File: src/rtl/axis_segment_sequencer_if.sv
// Command stream and reader-control bundle of the segment sequencer.
// slave = sequencer side, master = command source / reader side.
interface axis_segment_sequencer_if #(
  parameter int BRAM_ADDR_WIDTH = 10
);
  logic [2*BRAM_ADDR_WIDTH:0]   s_axis_cmd_tdata;
  logic                         s_axis_cmd_tvalid;
  logic                         s_axis_cmd_tready;
  logic                         rdr_aresetn;
  logic [BRAM_ADDR_WIDTH-1:0]   rdr_current_offset;
  logic [BRAM_ADDR_WIDTH-1:0]   rdr_cfg_data;
  logic                         rdr_buffer_select;
  logic                         rdr_done_tvalid;
  logic                         rdr_done_tready;

  modport slave (
    input  s_axis_cmd_tdata, s_axis_cmd_tvalid, rdr_done_tvalid,
    output s_axis_cmd_tready, rdr_aresetn, rdr_current_offset,
           rdr_cfg_data, rdr_buffer_select, rdr_done_tready
  );

  modport master (
    output s_axis_cmd_tdata, s_axis_cmd_tvalid, rdr_done_tvalid,
    input  s_axis_cmd_tready, rdr_aresetn, rdr_current_offset,
           rdr_cfg_data, rdr_buffer_select, rdr_done_tready
  );
endinterface

File: src/rtl/axis_segment_sequencer.sv
// Launches one segmented-BRAM-reader playback per accepted descriptor and
// waits for the reader's completion handshake, with timeout/abort/status.
module axis_segment_sequencer #(
  parameter int BRAM_ADDR_WIDTH = 10,
  parameter int TRIG_CYCLES     = 3,
  parameter int TIMEOUT_WIDTH   = 24,
  parameter int CNT_WIDTH       = 16
) (
  input  logic                      aclk,
  input  logic                      aresetn,
  axis_segment_sequencer_if.slave   bus,
  input  logic [TIMEOUT_WIDTH-1:0]  cfg_timeout,
  input  logic                      abort,
  input  logic                      err_clear,
  output logic                      busy,
  output logic [CNT_WIDTH-1:0]      seg_count,
  output logic                      err_invalid,
  output logic                      err_timeout
);
  localparam logic [1:0] S_IDLE = 2'd0;
  localparam logic [1:0] S_LOAD = 2'd1;
  localparam logic [1:0] S_RUN  = 2'd2;
  localparam int TCW = $clog2(TRIG_CYCLES) + 1;

  logic [1:0]                 state;
  logic [TCW-1:0]             trig_cnt;
  logic [TIMEOUT_WIDTH-1:0]   tmo_cnt, tmo_lim;
  logic [BRAM_ADDR_WIDTH-1:0] cmd_start, cmd_end;
  logic                       cmd_buf;
  logic                       done, tmo_hit, run_exit, run_fault;

  assign cmd_start = bus.s_axis_cmd_tdata[BRAM_ADDR_WIDTH-1:0];
  assign cmd_end   = bus.s_axis_cmd_tdata[2*BRAM_ADDR_WIDTH-1:BRAM_ADDR_WIDTH];
  assign cmd_buf   = bus.s_axis_cmd_tdata[2*BRAM_ADDR_WIDTH];

  // Done wins over abort, abort over timeout; a completed segment is never flagged.
  assign done      = bus.rdr_done_tvalid && bus.rdr_done_tready;
  assign tmo_hit   = (tmo_lim != '0) && (tmo_cnt == tmo_lim - TIMEOUT_WIDTH'(1));
  assign run_exit  = done || abort || tmo_hit;
  assign run_fault = !done && (abort || tmo_hit);

  assign busy = (state != S_IDLE);

  always_ff @(posedge aclk or negedge aresetn) begin
    if (!aresetn) begin
      state                  <= S_IDLE;
      trig_cnt               <= '0;
      tmo_cnt                <= '0;
      tmo_lim                <= '0;
      seg_count              <= '0;
      err_invalid            <= 1'b0;
      err_timeout            <= 1'b0;
      bus.s_axis_cmd_tready  <= 1'b0;
      bus.rdr_aresetn        <= 1'b0;
      bus.rdr_current_offset <= '0;
      bus.rdr_cfg_data       <= '0;
      bus.rdr_buffer_select  <= 1'b0;
      bus.rdr_done_tready    <= 1'b0;
    end else begin
      // Clear first so a coincident set below takes precedence.
      if (err_clear) begin
        err_invalid <= 1'b0;
        err_timeout <= 1'b0;
      end
      case (state)
        S_IDLE: begin
          bus.s_axis_cmd_tready <= !abort;
          if (bus.s_axis_cmd_tvalid && bus.s_axis_cmd_tready) begin
            if (cmd_start < cmd_end) begin
              state                  <= S_LOAD;
              bus.s_axis_cmd_tready  <= 1'b0;
              bus.rdr_current_offset <= cmd_start;
              bus.rdr_cfg_data       <= cmd_end;
              bus.rdr_buffer_select  <= cmd_buf;
              trig_cnt               <= '0;
            end else begin
              err_invalid <= 1'b1;
            end
          end
        end
        S_LOAD: begin
          if (abort) begin
            state <= S_IDLE;
          end else if (trig_cnt == TCW'(TRIG_CYCLES - 1)) begin
            state               <= S_RUN;
            bus.rdr_aresetn     <= 1'b1;
            bus.rdr_done_tready <= 1'b1;
            tmo_cnt             <= '0;
            tmo_lim             <= cfg_timeout;
          end else begin
            trig_cnt <= trig_cnt + TCW'(1);
          end
        end
        S_RUN: begin
          tmo_cnt <= tmo_cnt + TIMEOUT_WIDTH'(1);
          if (run_exit) begin
            state                 <= S_IDLE;
            bus.rdr_aresetn       <= 1'b0;
            bus.rdr_done_tready   <= 1'b0;
            bus.s_axis_cmd_tready <= !abort;
          end
          if (done)      seg_count   <= seg_count + CNT_WIDTH'(1);
          if (run_fault) err_timeout <= 1'b1;
        end
        default: state <= S_IDLE;
      endcase
    end
  end
endmodule

File: src/flat_wrapper.sv
// flat-port wrapper written by rule: the top's interface ports become plain ports
module axis_segment_sequencer_flat 
#(
  parameter int BRAM_ADDR_WIDTH = 10,
  parameter int TRIG_CYCLES     = 3,
  parameter int TIMEOUT_WIDTH   = 24,
  parameter int CNT_WIDTH       = 16
)
  (aclk, aresetn, cfg_timeout, abort, err_clear, busy, seg_count, err_invalid, err_timeout, bus_s_axis_cmd_tdata, bus_s_axis_cmd_tvalid, bus_rdr_done_tvalid, bus_s_axis_cmd_tready, bus_rdr_aresetn, bus_rdr_current_offset, bus_rdr_cfg_data, bus_rdr_buffer_select, bus_rdr_done_tready);
  axis_segment_sequencer_if #(.BRAM_ADDR_WIDTH(BRAM_ADDR_WIDTH)) bus_i ();
  input  logic aclk;
  input  logic aresetn;
  input  logic [TIMEOUT_WIDTH-1:0] cfg_timeout;
  input  logic abort;
  input  logic err_clear;
  output logic busy;
  output logic [CNT_WIDTH-1:0] seg_count;
  output logic err_invalid;
  output logic err_timeout;
  input wire logic [$bits(bus_i.s_axis_cmd_tdata)-1:0] bus_s_axis_cmd_tdata;
  input wire logic [$bits(bus_i.s_axis_cmd_tvalid)-1:0] bus_s_axis_cmd_tvalid;
  input wire logic [$bits(bus_i.rdr_done_tvalid)-1:0] bus_rdr_done_tvalid;
  output wire logic [$bits(bus_i.s_axis_cmd_tready)-1:0] bus_s_axis_cmd_tready;
  output wire logic [$bits(bus_i.rdr_aresetn)-1:0] bus_rdr_aresetn;
  output wire logic [$bits(bus_i.rdr_current_offset)-1:0] bus_rdr_current_offset;
  output wire logic [$bits(bus_i.rdr_cfg_data)-1:0] bus_rdr_cfg_data;
  output wire logic [$bits(bus_i.rdr_buffer_select)-1:0] bus_rdr_buffer_select;
  output wire logic [$bits(bus_i.rdr_done_tready)-1:0] bus_rdr_done_tready;
  assign bus_i.s_axis_cmd_tdata = bus_s_axis_cmd_tdata;
  assign bus_i.s_axis_cmd_tvalid = bus_s_axis_cmd_tvalid;
  assign bus_i.rdr_done_tvalid = bus_rdr_done_tvalid;
  assign bus_s_axis_cmd_tready = bus_i.s_axis_cmd_tready;
  assign bus_rdr_aresetn = bus_i.rdr_aresetn;
  assign bus_rdr_current_offset = bus_i.rdr_current_offset;
  assign bus_rdr_cfg_data = bus_i.rdr_cfg_data;
  assign bus_rdr_buffer_select = bus_i.rdr_buffer_select;
  assign bus_rdr_done_tready = bus_i.rdr_done_tready;
  axis_segment_sequencer #(.BRAM_ADDR_WIDTH(BRAM_ADDR_WIDTH), .TRIG_CYCLES(TRIG_CYCLES), .TIMEOUT_WIDTH(TIMEOUT_WIDTH), .CNT_WIDTH(CNT_WIDTH)) u_core (.aclk(aclk), .aresetn(aresetn), .bus(bus_i), .cfg_timeout(cfg_timeout), .abort(abort), .err_clear(err_clear), .busy(busy), .seg_count(seg_count), .err_invalid(err_invalid), .err_timeout(err_timeout));
endmodule
File: config.mk
export PLATFORM = sky130hd
export DESIGN_NAME = axis_segment_sequencer_flat
export DESIGN_NICKNAME = d
export VERILOG_FILES = /design/src/rtl/axis_segment_sequencer_if.sv /design/src/rtl/axis_segment_sequencer.sv /design/src/flat_wrapper.sv
export SDC_FILE = /design/constraint.sdc
export NUM_CORES = 1
export LEC_CHECK = 0
export ABC_CLOCK_PERIOD_IN_PS = 7500
export BUFFER_PORTS_ARGS = -buffer_cell sky130_fd_sc_hd__buf_2
export CAP_MARGIN = 20
export CORE_ASPECT_RATIO = 0.6
export CORE_UTILIZATION = 60
export DETAILED_ROUTE_END_ITERATION = 8
export GPL_TIMING_DRIVEN = 0
export PLACE_DENSITY_LB_ADDON = 0.12
export SLEW_MARGIN = 20
export SYNTH_ARGS = -nofsm -noshare
export SYNTH_HDL_FRONTEND = slang
export SYNTH_SLANG_ARGS = --single-unit
File: constraint.sdc
create_clock -name aclk -period 7.5 [get_ports aclk]
set_input_delay 1.5 -clock aclk [delete_from_list [all_inputs] [get_ports aclk]]
set_output_delay 1.5 -clock aclk [all_outputs]
set_load 0.05 [all_outputs]
==> results.ini <==
[status]
status=complete, no violations

[setup_path]
cp_max_fo=10
worst-path-buf-inv=3
cp.arrival_ns=4.33
crit_path_start=bus_s_axis_cmd_tdata[16]
critPathKind=primary input to register
ff2ff_setup_slack_ns=4.31
cp.depth=10
r2r_start=u_core.tmo_lim[0]$_DFFE_PN0P_
worstPathRequired_ns=7.73
slowest_delay_ns=0.80
critPathSlowestCell=a2111oi_2
critPathTopFamily=compound AO/OA/AOI/OAI gates
timing.rr.end=u_core.bus.s_axis_cmd_tready$_DFFE_PN0P_
crit_path_start_kind=primary input
crit_top_cell=a21o_1
crit_chain=buf_2 > inv_1 > ha_1 > a21o_1 > a21o_1 > a21oi_1 > nor2b_1 > a2111oi_2 > clkbuf_1 > mux2_2
endpoint_kind=register
cp-endpoint=u_core.bus.rdr_buffer_select$_DFFE_PN0P_
r2r_cells=8

[die]
coreArea_um2=8102
io_pins=94
die_x_um=121.5
die_area_um2=8962
row_count=25
initial_core_util_pct=63.51
die_h_um=73.73

[hold_path]
hold_start=u_core.seg_count[15]$_DFFE_PN0P_
hp-class=register to register

[timing]
hold_viol=0
setup_slack_ns=3.392
min_period_over_period_pct=54.78
rsz0062_at_grt=no
final.setup.tns_ns=0
maxSlewViolCount=0
fin_skew_ns=0.004858
fmax_mhz=243.4
setup_viol=0
slew_headroom_pct=42.67
whs_ns=0.4684
fin_crit_ns=4.108
tightestPinTransition_ns=0.8584

[clock_network]
cts_num_sinks=94
post_cts_buffers=0
clk_path_buf_depth=2
cts_tree=yes
ctsHoldBuffers=0
clk_latency_ns=0.34
htree_levels=3
cts_resized=0
cts.clk_slew.worst_paths_ns=0.06
cts_root_buf=clkbuf_16
cts_buffers=9

[synth]
synth_top_area_share_pct=45.72
synth_cell_types=61
synth_area_leader_cell=dfrtp_1
synth_most_common_cell=dfrtp_1
ys_async_sr_fraction_pct=100.0
synth_flop_cell=dfrtp_1
netlist_area_um2=5145
synth_warnings=0
ys_ff_latch=94
syn_inst=488
syn-num-nets=553
seq_area_frac_synth_pct=45.72
synth-edff-count=0
avgSynthCellArea_um2=10.54
synth_common_cells=dfrtp_1, mux2_2, nand2_1
synthTopCellsByArea=dfrtp_1, mux2_2, xnor2_1, ha_1, nand2_1

[finish]
final_nets=658
area_delta_synth_final_pct=18.24
drive_above_1_share_pct=29.65
antenna_cells=0

[drt]
drcViolationCount=0
drt_iter0_markers=252
viasPerCell=5.879
via_count=4145
antenna_left=0
wl_um=11940
detail_route.first_pass.iterations=4
wl_per_cell_um=16.93

[place]
post-dp-hpwl_um=8829
port_buffers=93
place_congestion=0.8480
place_ws_ns=3.052

[global_route]
antenna_found_initial=0
grt_overflow_total=0
grt_first_pass_wirelength_um=19330
grt_usage_pct=28.75
first_global_vias=3963
grt_max_degree=64

[power_and_ir_drop]
power_leakage_uw=0.002867
peakVddDrop_mv=0.3078
power.total_uw=2625
power.density_nw_per_um2=431.5

[flow_run]
cap_viol_max_count=0

-- metal layers --
layer	up-vias	wire length, um	GRT usage [%]
met2	120	5478	46.53
met4	0	199	9.739
li1	1967	-	-
met3	21	613	5.435
met5	-	0	0
met1	2037	5643	39.24
-- through the flow --
step | area [um^2] | instances | util, %
after floorplan | 5145 | 488 | -
after CTS | 6083 | 705 | 75.09
final | 6083 | 705 | 75.09
after global routing | 6083 | 705 | 75.09
after detailed placement | 5779 | 690 | 71.34
after global placement | 5746 | 689 | 70.92
-- cells in the final DEF (no fill, tap or decap), types with 5 or more instances in the layout --
cell / instances
or4_1: 5
a31oi_1: 7
mux2_2: 46
nand4_1: 12
nor2b_1: 5
clkbuf_1: 11
ha_1: 14
o31ai_1: 7
o21ai_0: 22
o211ai_1: 6
nand2_1: 45
or3_1: 5
nand3_1: 16
nor2_1: 24
nor3_1: 9
dfrtp_1: 94
inv_1: 19
and3_1: 10
a21oi_1: 16
nand2b_1: 5
xor2_1: 14
xnor2_1: 32
clkbuf_16: 9
buf_2: 92
o22ai_1: 5
-- where the power goes --
group / total, uW / switching, uW / internal [uW]
registers: 924 / 230 / 695
clock network: 475 / 186 / 289
logic: 1230 / 748 / 478
total: 2620 / 1160 / 1460
-- worst min path at each step --
stage                                             endpoint  cells after the start
final                     u_core.seg_count[15]$_DFFE_PN0P_                      1
after global routing      u_core.seg_count[15]$_DFFE_PN0P_                      1
after CTS                 u_core.seg_count[15]$_DFFE_PN0P_                      1
after detailed placement  u_core.seg_count[15]$_DFFE_PN0P_                      1
after global placement    u_core.seg_count[15]$_DFFE_PN0P_                      1
after floorplan             u_core.tmo_cnt[23]$_DFFE_PN0P_                      1
-- registers in the layout, indices dropped and copies added, names as in the netlist, 2 cells and up --
register and flops:
u_core.tmo_lim 24, u_core.tmo_cnt 24, u_core.state 2, u_core.bus.rdr_cfg_data 10
u_core.trig_cnt 3, u_core.bus.rdr_current_offset 10, u_core.seg_count 16
-- final cells by class --
type / count / area, um^2
plain buffers: 15 / 67.56
clock buffers: 10 / 229.0
clock inverters: 5 / 75.07
fillers: 585 / 2018
inverters: 19 / 71.32
multi-input cells: 360 / 2654
flip-flops and latches: 94 / 2352
well taps: 108 / 135.1
repair buffers: 94 / 499.2
-- worst register-to-register path: stages (launching register included) --
cell      delay [ns]
dfrtp_1         0.45
nor3_1          0.72
nand2_4         0.16
or4_4           0.51
a211oi_2        0.23
o22ai_1         0.14
nor4b_4         0.43
nor4b_1         0.16
a211o_1         0.29
-- kinds of logic (layout without fill, tap and decap cells) --
logic type	after synthesis	count (layout)	synth area share, %
AND/OR/NAND/NOR	164	164	18.63
XOR/XNOR	46	46	7.831
adder cells (fa/ha/maj)	14	14	3.405
AO/OA/AOI/OAI	87	87	11.07
multiplexers	49	49	10.65
flip-flops	94	94	45.72
buffers and inverters	34	143	2.700
No activity file was read; power rests on OpenSTA's default activity.
